`config.mk`:
```
export PLATFORM = sky130hd
export DESIGN_NAME = clock_set_ctrl
export DESIGN_NICKNAME = d
export VERILOG_FILES = /design/src/rtl/clock_set_ctrl.sv
export SDC_FILE = /design/constraint.sdc
export NUM_CORES = 1
export LEC_CHECK = 0
export ABC_AREA = 1
export BUFFER_PORTS_ARGS = -buffer_cell sky130_fd_sc_hd__buf_2
export CORE_MARGIN = 2
export CORE_UTILIZATION = 50
export CTS_BUF_LIST = sky130_fd_sc_hd__clkbuf_8
export DETAILED_ROUTE_END_ITERATION = 12
export PLACE_DENSITY = 0.63
export SLEW_MARGIN = 30
export SYNTH_ARGS = -nofsm -noshare
export SYNTH_HDL_FRONTEND = slang
export SYNTH_SLANG_ARGS = --single-unit
```
`constraint.sdc`:
```
create_clock -name clk -period 3.2 [get_ports clk]
set_input_delay 0.64 -clock clk [delete_from_list [all_inputs] [get_ports clk]]
set_output_delay 0.64 -clock clk [all_outputs]
set_load 0.005 [all_outputs]
```
`src/rtl/clock_set_ctrl.sv`:
```
// 1 Hz time base plus button-driven digit-setting controller for the 24-hour clock.
// Two debounced buttons step a one-hot digit select and pulse increments downstream.

module clock_set_debounce #(
  parameter int CYCLES = 500_000
) (
  input  logic clk,
  input  logic rst_n,
  input  logic raw,
  output logic press
);
  localparam int CW = $clog2(CYCLES + 1);

  logic          sync1;
  logic          sync2;
  logic          deb;
  logic          deb_d;
  logic [CW-1:0] cnt;

  // Any return to the debounced level restarts the count, so short glitches never land.
  always_ff @(posedge clk or negedge rst_n) begin
    if (!rst_n) begin
      sync1 <= 1'b0;
      sync2 <= 1'b0;
      deb   <= 1'b0;
      deb_d <= 1'b0;
      cnt   <= '0;
    end else begin
      sync1 <= raw;
      sync2 <= sync1;
      deb_d <= deb;
      if (sync2 == deb) begin
        cnt <= '0;
      end else if (cnt == CW'(CYCLES - 1)) begin
        deb <= sync2;
        cnt <= '0;
      end else begin
        cnt <= cnt + CW'(1);
      end
    end
  end

  assign press = deb & ~deb_d;
endmodule

module clock_set_ctrl #(
  parameter int CLK_FREQ_HZ     = 50_000_000,
  parameter int DEBOUNCE_CYCLES = 500_000,
  parameter int TIMEOUT_S       = 30
) (
  input  logic clk,
  input  logic rst_n,
  input  logic btn_mode,
  input  logic btn_inc,
  output logic cnt_en,
  output logic update_H2,
  output logic update_H1,
  output logic update_M2,
  output logic update_M1,
  output logic update_S2,
  output logic update_S1,
  output logic update_count,
  output logic edit_active
);
  localparam int PRE_W = $clog2(CLK_FREQ_HZ + 1);
  localparam int LIMIT = TIMEOUT_S * CLK_FREQ_HZ;
  localparam int TO_W  = $clog2(LIMIT + 1);

  localparam logic [2:0] RUN    = 3'd0;
  localparam logic [2:0] SET_H2 = 3'd1;
  localparam logic [2:0] SET_H1 = 3'd2;
  localparam logic [2:0] SET_M2 = 3'd3;
  localparam logic [2:0] SET_M1 = 3'd4;
  localparam logic [2:0] SET_S2 = 3'd5;
  localparam logic [2:0] SET_S1 = 3'd6;

  logic             mode_press;
  logic             inc_press;
  logic [2:0]       state;
  logic [2:0]       next_state;
  logic [PRE_W-1:0] pre;
  logic [TO_W-1:0]  tcnt;
  logic             timeout_hit;

  clock_set_debounce #(.CYCLES(DEBOUNCE_CYCLES)) u_mode_db (
    .clk   (clk),
    .rst_n (rst_n),
    .raw   (btn_mode),
    .press (mode_press)
  );

  clock_set_debounce #(.CYCLES(DEBOUNCE_CYCLES)) u_inc_db (
    .clk   (clk),
    .rst_n (rst_n),
    .raw   (btn_inc),
    .press (inc_press)
  );

  assign timeout_hit = (tcnt == TO_W'(LIMIT - 1));

  // Any press, mode or inc, holds off the inactivity timeout for that cycle.
  always_comb begin
    next_state = state;
    if (mode_press) begin
      case (state)
        RUN:     next_state = SET_H2;
        SET_H2:  next_state = SET_H1;
        SET_H1:  next_state = SET_M2;
        SET_M2:  next_state = SET_M1;
        SET_M1:  next_state = SET_S2;
        SET_S2:  next_state = SET_S1;
        default: next_state = RUN;
      endcase
    end else if (state != RUN && !inc_press && timeout_hit) begin
      next_state = RUN;
    end
  end

  // Outputs decode next_state so they change on the same edge as the state itself.
  always_ff @(posedge clk or negedge rst_n) begin
    if (!rst_n) begin
      state        <= RUN;
      pre          <= '0;
      tcnt         <= '0;
      cnt_en       <= 1'b0;
      update_H2    <= 1'b0;
      update_H1    <= 1'b0;
      update_M2    <= 1'b0;
      update_M1    <= 1'b0;
      update_S2    <= 1'b0;
      update_S1    <= 1'b0;
      update_count <= 1'b0;
      edit_active  <= 1'b0;
    end else begin
      state <= next_state;
      if (state == RUN && next_state == RUN) begin
        if (pre == PRE_W'(CLK_FREQ_HZ - 1)) begin
          pre    <= '0;
          cnt_en <= 1'b1;
        end else begin
          pre    <= pre + PRE_W'(1);
          cnt_en <= 1'b0;
        end
      end else begin
        pre    <= '0;
        cnt_en <= 1'b0;
      end
      if (next_state == RUN || mode_press || inc_press) begin
        tcnt <= '0;
      end else begin
        tcnt <= tcnt + TO_W'(1);
      end
      update_H2    <= (next_state == SET_H2);
      update_H1    <= (next_state == SET_H1);
      update_M2    <= (next_state == SET_M2);
      update_M1    <= (next_state == SET_M1);
      update_S2    <= (next_state == SET_S2);
      update_S1    <= (next_state == SET_S1);
      update_count <= inc_press && !mode_press && (next_state != RUN);
      edit_active  <= (next_state != RUN);
    end
  end
endmodule

```
# Word level (Yosys, flattened, before mapping)
# Cells that the tools add are included.
[classes]
eq_ne = 17
muxes = 12
addsub = 4
bitwise_logic = 6
reduce_logical = 15
[ops]
columns = ["operator", "count"]
rows = [
  ["2-to-1 mux 19 bit", 4],
  ["2-to-1 mux 26 bit", 2],
  ["adder 19 x 1 -> 19 bit (second input constant)", 2],
  ["equality test 19 bit (second input constant)", 2],
  ["adder 31 x 1 -> 31 bit (second input constant)", 1],
  ["equality test 31 bit (second input constant)", 1],
  ["2-to-1 mux 31 bit", 1],
  ["adder 26 x 1 -> 26 bit (second input constant)", 1],
  ["equality test 26 bit (second input constant)", 1],
  ["one-hot mux 3 bit (6 select lines)", 1],
  ["equality test 3 bit (second input constant)", 5],
  ["equality test 3 x 2 -> 1 bit (second input constant)", 4],
  ["equality test 3 x 1 -> 1 bit (second input constant)", 2],
  ["logical NOT 3 bit", 2],
  ["2-to-1 mux 3 bit", 2],
  ["nonzero test 3 bit", 2],
  ["logical AND 1 bit", 5],
  ["NOT 1 bit", 4],
  ["AND reduction 2 bit", 2],
  ["AND 1 bit", 2],
  ["equality test 1 bit", 2],
  ["logical NOT 1 bit", 2],
  ["logical OR 1 bit", 2],
  ["2-to-1 mux 1 bit", 2],
]
[totals]
wordCells = 76
input_bits = 4
ff_bits = 115

# Logic depth before layout (Yosys ltp)
# Gate-level depths: netlist of the first run.
[logic_depth]
word_depth = 11
depth_mapped = 11
depth_no_buf = 11

# By module
# Synthesis of the first run repeated with hierarchy kept, for this count alone.
[unflattened]
cells_unflattened = 840
hier_area_um2 = 6434.9
[by_module_without_submodules]
columns = ["module", "area_per_inst_um2", "seq_area_each_um2", "n_inst", "cells_per_inst"]
rows = [
  ["clock_set_ctrl", 4002.6, 1726.7, 1, 540],
  ["clock_set_debounce", 1216.2, 575.6, 2, 150],
]

# Worst setup path after synthesis of the first run
# OpenSTA, ideal clock, no wires.
[synth_timing]
path_kind = "register -> register"
from = "reg tcnt[0]"
to = "reg tcnt[12]"
setup_ps = 137
t_arrival_ps = 1455
stages_incl_launch_ff = 10
path_slack_ps = 1608
t_required_ps = 3063
cell_sequence = "dfrtp_1 -> ha_1 -> nand3_2 -> inv_2 -> nand2_2 -> inv_2 -> nand3_1 -> o311ai_2 -> buf_4 -> nor3_1"
[synth_between]
elab_chain_len = 8
[synth_lines]
columns = ["item", "line_no", "rtl"]
rows = [
  ["from (decl)", "82", "logic [TO_W-1:0] tcnt;"],
  ["from (signal assigned)", "151", "tcnt <= tcnt + TO_W'(1);"],
  ["branches (longest 7 deep; another with adder 31 x 1 -> 31 bit)", "--", ""],
  ["2-to-1 mux 31 bit *", "148", "if (next_state == RUN || mode_press || inc_press) begin"],
]
# Mark *: on every way between the ends.
# A chain may end at the register's enable or synchronous reset.

# Worst setup path in the final report of the first run
[layout_timing]
from = "reg tcnt[0]"
to = "reg tcnt[4]"
# The elaborated chain is that of the path after synthesis.

==> impl_metrics.ini, run 1 <==
[synthesis]
avgSynthCellArea_um2 = 7.76
synth-seq-cells = 115
syn_nets = 814
synth_cell_types = 36
netlist_area_mm2 = 0.00625
netlist_top_cells_area = dfrtp_1 46%, nand2_1 11%, nor2_1 8.2%
ys_warn_count = 0
ys_seq_area_frac = 0.460
yosysTopAreaCell = dfrtp_1
async_reset_ff_frac = 1.00
synth_cells = 806
ys.flop_type = dfrtp_1
yosysTopAreaCellShare = 0.460
synth_edf_count = 0

[critical_path]
critPathRequiredTime_ps = 3500
cp-end-kind = flop
r2r-end = tcnt[4]
cp_max_fo = 32
ff2ff_path_depth = 9
crit_arrival_ps = 2300
regToRegSetupSlack_ps = 1200
worst-setup-path-type = reg2reg
start_kind = flop
r2r_start = tcnt[0]

[global_routing]
grt_antenna_before_repair = 0
grt_overflow = 0
track_usage = 0.234
grt_pass1_vias = 5237
grt_max_degree = 66
grt_pass1_wl_um = 24400

[hold_path]
hold_path_class = in2async

[place]
gp_congestion = 0.952
hpwl_um = 10400
preCtsSetupSlack_ps = 1200
portBuffers = 12

[clock_network]
hold_buffers = 0
cts_setup_buffers = 0
cts_root_buf = clkbuf_8
clk_pin_slew_ps = 70
clk_path_buf_depth = 2
htreeDepth = 4
cts_resized = 0
cts_tree = done
clock_sinks = 115
cts_made_buffers = 17
clock_latency_ps = 430

[sta]
fin_tns_setup_ps = 0
hold_viol_final = 0
clock_skew_ps = 10.8
worstMarginPinSlew_ps = 656
period_needed_ps = 2000
max_slew_margin = 0.562
drv_slew = 0
fmax_ghz = 0.499
period_share = 0.626
setup_violations = 0
rsz0062_at_grt = false
fin_ws_ps = 1200

[layout]
fin_util = 0.571
diodes = 0
drive_above_1_share = 0.112
num-nets-final = 841
syn2layout_area_growth_pct = 10.7
final_common_cell = nand2_1
layout_common_cells = 175 x nand2_1, 136 x nor2_1, 115 x dfrtp_1

[floorplanning]
rows = 40
start_util = 0.516
io_pins = 13
die_h_um = 116
core_area_mm2 = 0.0121
dieWidth_um = 116
die_area_mm2 = 0.0134

[drt]
firstDrtPassIters = 5
drt-initial-drc-count = 358
vias = 5234
drt-total-wl_um = 14000
wire_per_inst_um = 13.8
vias_per_cell = 5.16
drc_errors = 0
ant_nets = 0

[power]
leakagePower_nw = 3.03
vdd_drop_max_uv = 241
p_total_mw = 2.89
p_per_area_mw_per_mm2 = 418

[job]
maxCapViolCount = 0

[run_status]
status = completed
[routing by layer]
| layer | vias up | track usage | share of wire |
|---|---|---|---|
| li1 | 2633 | - | - |
| met1 | 2479 | 0.304 | 0.45 |
| met2 | 105 | 0.389 | 0.50 |
| met3 | 17 | 0.0528 | 0.035 |
| met4 | 0 | 0.0810 | 0.016 |
| met5 | - | 0 | 0 |
[cell usage after synthesis, types with 4 or more instances]
cell type  instances
nand2_1          175
ha_1               4
nand4_1           25
nand2_2            8
nor3b_1            8
a21oi_1           18
xnor2_1            8
inv_2              7
xor2_1            34
nor2_4             4
nor3_1            60
nor3_2             8
nor2_1           136
o21ai_0            9
nor2_2            11
dfrtp_1          115
inv_1             98
nand3_1           47
[report_power, final]
group          leakage (nW)  internal (mW)  switching, mW
clock                 0.209          0.772          0.592
combinational          1.24         0.0127         0.0449
sequential             1.58           1.46        0.00838
total                  3.03           2.25          0.646
[metrics by stage]
step                instance area [um^2]  cells  hold WS [ps]
finish                              6920   1014           245
CTS                                 6920   1014           243
detailed placement                  6520    982           340
global placement                    6520    982           338
global route                        6920   1014           270
floorplan                           6250    806           331
[registers in the layout, summed over array words and instances, names as in the netlist, 3 cells and up]
signal,cells
state,3
u_inc_db.cnt,19
pre,26
u_mode_db.cnt,19
tcnt,31
[cells by family after synthesis]
| family | count (synthesis) | share of synthesized area |
|---|---|---|
| buf+inv | 113 | 0.0711 |
| compound gates | 36 | 0.0352 |
| fa+ha+maj | 4 | 0.00801 |
| flops | 115 | 0.460 |
| simple gates | 495 | 0.365 |
| mux | 1 | 0.00180 |
| xor+xnor | 42 | 0.0588 |
[cell type report]
| cell class | instances | area, um^2 |
|---|---|---|
| well taps | 168 | 210 |
| fillers | 1187 | 5190 |
| flip-flops and latches | 115 | 2880 |
| repair buffers | 15 | 97.6 |
| clock inverters | 14 | 148 |
| multi-input cells | 578 | 2940 |
| clock buffers | 18 | 248 |
| inverters | 106 | 399 |
[worst max-delay path, stage by stage (launching register included)]
cell and delay (ps):
dfrtp_1 430, ha_1 230, nand3_2 130, inv_2 120, nand2_2 110, inv_2 80
nand3_1 180, o311ai_4 100, buf_4 370, nor3_1 100
[worst max-delay path by stage]
stage	start	endpoint	slack (ps)	cells past startpoint
floorplan	tcnt[0]	tcnt[12]	1610	9
global placement	tcnt[0]	tcnt[30]	1320	9
detailed placement	tcnt[0]	tcnt[4]	1200	9
CTS	tcnt[0]	tcnt[4]	1190	9
global route	tcnt[0]	tcnt[4]	1050	9
finish	tcnt[0]	tcnt[4]	1200	9
Note: power is estimated with default switching activity, not from simulation.
==> run 2: changes to the inputs <==
clock period = 2.1 ns   (was 3.2 ns; I/O delays follow)
==> impl_metrics.ini, run 2 (synthesized netlist as in run 1, its figures left out) <==
[run_status]
status = completed

[floorplanning]
io_pins = 13
dieWidth_um = 116
die_area_mm2 = 0.0134
core_area_mm2 = 0.0121
die_h_um = 116
start_util = 0.516
rows = 40

[global_routing]
grt_max_degree = 79
grt_overflow = 0
grt_pass1_wl_um = 24100
grt_antenna_before_repair = 0
grt_pass1_vias = 5095
track_usage = 0.230

[critical_path]
crit_cells = 8
cp_max_fo = 8
crit_path_cell_trace = ha_1 -> nand2_1 -> nor2_2 -> nand4_1 -> nor3_2 -> nor2_1 -> inv_1 -> nor3_1
worst_path_max_delay_cell = dfrtp_1
critPathRequiredTime_ps = 2460
worst-setup-path-type = reg2reg
crit_arrival_ps = 2320
cp_top_family = simple AND/OR/NAND/NOR gates
cp-end-kind = flop
ff2ff_path_depth = 8
start_kind = flop
slowest_delay_ps = 430
worstPathBufferInverterCount = 1

[sta]
rsz0062_at_grt = false
fin_tns_setup_ps = 0
setup_violations = 0
hold_viol_final = 0
fin_ws_ps = 137
period_share = 0.935
worstMarginPinSlew_ps = 542
period_needed_ps = 1960
max_slew_margin = 0.637
fmax_ghz = 0.509
clock_skew_ps = 16.3
drv_slew = 0

[layout]
n_fill_cell = 1189
num-nets-final = 848
largest_reg_flops = 31
final_common_cell = nand2_1
diodes = 0
layout_common_cells = 175 x nand2_1, 136 x nor2_1, 115 x dfrtp_1
largest-register = tcnt
drive_above_1_share = 0.124
top_regs = tcnt: 31 flops, pre: 26 flops
syn2layout_area_growth_pct = 11.3

[drt]
firstDrtPassIters = 5
drc_errors = 0
drt-initial-drc-count = 407
ant_nets = 0
drt-total-wl_um = 13700
vias_per_cell = 5.07
vias = 5175
wire_per_inst_um = 13.5

[power]
pwr-share-comb = 0.023
p_per_area_mw_per_mm2 = 617
sw_frac_of_total = 0.247
p_total_mw = 4.29
vdd_drop_max_uv = 456
pwr-share-clk = 0.456
power_frac_seq = 0.521
p_int_mw = 3.23
leakagePower_nw = 3.04
power_switching_mw = 1.06

[clock_network]
cts_tree = done
clock_sinks = 115
cts_made_buffers = 17
cts_setup_buffers = 0
cts_root_buf = clkbuf_8
clk_path_buf_depth = 2
clk_pin_slew_ps = 80
htreeDepth = 4
clock_latency_ps = 450

[job]
maxCapViolCount = 0

[place]
hpwl_um = 10200
gp_congestion = 0.909
portBuffers = 12
preCtsSetupSlack_ps = 160

[hold_path]
hold_path_class = in2reg
min_path_cells = 1
-- run 2: repair_timing --
item,in CTS,in global routing
endpoints found under the hold margin,5,0
setup endpoints to repair,0,5
hold buffers,1,0
resized for setup,0,1
-- run 2: path summary, 6_finish.rpt --
check                                  from                end  slack (ps)
setup / recovery           u_mode_db.cnt[0]  u_mode_db.cnt[13]         140
hold / removal                     btn_mode    u_mode_db.sync1          90
setup reg to reg           u_mode_db.cnt[0]  u_mode_db.cnt[13]         140
hold reg to reg             u_mode_db.sync1    u_mode_db.sync2         350
max in group asynchronous             rst_n   u_inc_db.cnt[12]        1160
min in group asynchronous             rst_n             pre[3]         330
-- run 2: layout make-up --
type	instances	area, um^2	area share
multi-input cells	578	2940	0.423
clock inverters	14	129	0.0185
inverters	106	399	0.0573
flip-flops and latches	115	2880	0.413
clock buffers	18	248	0.0356
repair buffers	22	153	0.0219
well taps	168	210	0.0302
-- run 2: power groups by stage --
stage | Combinational (mW) | Sequential, mW | Clock [mW]
6_report | 0.0989 | 2.24 | 1.96
5_1_grt | 0.119 | 2.24 | 2.11
4_1_cts | 0.103 | 2.24 | 2.01
3_5_place_dp | 0.101 | 2.28 | 0
3_3_place_gp | 0.0997 | 2.28 | 0
2_1_floorplan | 0.0310 | 2.28 | 0
-- run 2: routing by layer --
metal | track usage | vias up | wire length [um]
met1 | 0.318 | 2389 | 6620
met2 | 0.349 | 108 | 6220
met4 | 0.107 | 0 | 390
met5 | 0 | - | 0
li1 | - | 2646 | -
met3 | 0.0507 | 32 | 521
-- run 2: stage by stage --
step / instances / util / hold WS (ps) / cell area, um^2
6_report: 1021 / 0.575 / 94.4 / 6960
2_1_floorplan: 806 / - / 124 / 6250
4_1_cts: 1021 / 0.574 / 57.7 / 6960
5_1_grt: 1021 / 0.575 / 68.7 / 6960
3_3_place_gp: 988 / 0.542 / 241 / 6570
3_5_place_dp: 988 / 0.542 / 241 / 6570
-- run 2: worst reg2reg max path, delay by kind of cell (launching register included) --
kind                     cells  cell delay (ps)
buffers and inverters        1              260
AND/OR/NAND/NOR              6              940
flip-flops                   1              430
adder cells (fa/ha/maj)      1              260
==> run 3: changes to the inputs <==
SETUP_SLACK_MARGIN = 0.5   (was default)
==> impl_metrics.ini, run 3 (synthesized netlist as in run 1, its figures left out) <==
[global_routing]
grt_antenna_before_repair = 0
track_usage = 0.249
grt_pass1_wl_um = 25900
grt_overflow = 0
grt_max_degree = 79
grt_pass1_vias = 5477

[critical_path]
slowest_delay_ps = 480
worst_path_max_delay_cell = dfrtp_1
cp-end-kind = flop
cp_max_fo = 5
worstPathBufferInverterCount = 0
cp_top_family = simple AND/OR/NAND/NOR gates
critPathRequiredTime_ps = 2430
start_kind = flop
worst-setup-path-type = reg2reg
crit_arrival_ps = 2030
crit_path_cell_trace = nand2_1 -> nor3_1 -> nand4_1 -> xor2_1 -> nor2_4

[place]
gp_congestion = 0.909
portBuffers = 12
hpwl_um = 10200
placed_area_mm2 = 0.00657
preCtsSetupSlack_ps = 160

[clock_network]
cts_made_buffers = 17
cts_tree = done
clock_sinks = 115
clk_path_buf_depth = 2
clk_pin_slew_ps = 80
htreeDepth = 4
clock_latency_ps = 450
cts_root_buf = clkbuf_8

[drt]
drt-total-wl_um = 16800
drt-initial-drc-count = 476
wire_per_inst_um = 15.4
route.met3.wl_um = 796
vias = 5863
wl_met2_um = 8210
drc_errors = 0
top_layer_used = met4
firstDrtPassIters = 5
ant_nets = 0
vias_per_cell = 5.38
wl_met1_um = 7270

[power]
power_frac_seq = 0.518
pwr-share-clk = 0.454
p_per_area_mw_per_mm2 = 524
power_switching_mw = 1.08
sw_frac_of_total = 0.249
pwr-share-comb = 0.028
vdd_drop_max_uv = 457
p_int_mw = 3.24
leakagePower_nw = 3.57

[layout]
drive_above_1_share = 0.313
top_regs = tcnt: 31 flops, pre: 26 flops
layout_common_cells = 159 x nand2_1, 112 x dfrtp_1, 105 x nor2_1
design_area_mm2 = 0.00824
final_common_cell = nand2_1
fin_util = 0.681
largest-register = tcnt
largest_reg_flops = 31
num-nets-final = 916
diodes = 0
syn2layout_area_growth_pct = 31.9

[job]
maxCapViolCount = 0

[sta]
fmax_ghz = 0.588
worstMarginPinSlew_ps = 516
drv_slew = 0
clock_skew_ps = 16.8
period_share = 0.810
max_slew_margin = 0.654
hold_viol_final = 0
period_needed_ps = 1700
rsz0062_at_grt = true
fin_tns_setup_ps = 0
fin_ws_ps = 399
fin_hold_ws_ps = 87.4
setup_violations = 0

[floorplanning]
start_util = 0.516
core_area_mm2 = 0.0121
io_pins = 13
rows = 40
die_area_mm2 = 0.0134
dieWidth_um = 116
die_h_um = 116

[run_status]
status = completed

[hold_path]
hold_path_class = in2reg
==> run 3: changes by cell type in the layout (fill, tap and decap cells not counted), moves of 12 or more <==
cell	delta
buf_4	+51
nor2_1	-31
nor3_2	+23
inv_1	-15
nor3_1	-27
nor2_2	+12
nor2_4	+19
nand2_1	-16
==> run 3: what timing repair did <==
action,CTS,global route
setup buffers,23,39
endpoints found under the setup margin,78,87
pin swaps,13,50
endpoints found under the hold margin,5,0
cloned,3,3
hold buffers,1,0
resized for setup,58,116
==> run 3: per-stage QoR <==
stage,total power [mW],instances
6_report,4.32,1089
5_1_grt,4.49,1089
4_1_cts,4.37,1047
3_5_place_dp,2.38,988
3_3_place_gp,2.38,988
2_1_floorplan,2.31,806
==> run 3: cell type report <==
| class | instances | area (um^2) |
|---|---|---|
| Multi-Input combinational cell | 581 | 3590 |
| Clock inverter | 14 | 129 |
| Clock buffer | 18 | 248 |
| Sequential cell | 115 | 2880 |
| Fill cell | 1017 | 3870 |
| Inverter | 106 | 410 |
| Timing Repair Buffer | 87 | 774 |
| Tap cell | 168 | 210 |
==> run 3: final timing paths <==
check                                   to  cells past startpoint             from  slack (ps)
max                                pre[20]                      5           pre[7]         400
min                        u_mode_db.sync1                      1         btn_mode          90
max reg2reg                        pre[20]                      5           pre[7]         400
min reg2reg                u_mode_db.sync2                      0  u_mode_db.sync1         360
max in group asynchronous         state[0]                      3            rst_n        1130
min in group asynchronous           pre[3]                      2            rst_n         330
==> run 3: metal layers <==
metal / vias up / GRT usage
li1: 2798 / -
met1: 2819 / 0.325
met2: 191 / 0.402
met3: 55 / 0.0507
met4: 0 / 0.116
met5: - / 0
==> run 3: power by group through the flow <==
| stage | clock network (mW) | logic, mW | registers, mW |
|---|---|---|---|
| global route | 2.10 | 0.143 | 2.24 |
| finish | 1.96 | 0.122 | 2.24 |
| detailed placement | 0 | 0.101 | 2.28 |
| global placement | 0 | 0.0997 | 2.28 |
| CTS | 2.01 | 0.116 | 2.24 |
| floorplan | 0 | 0.0310 | 2.28 |
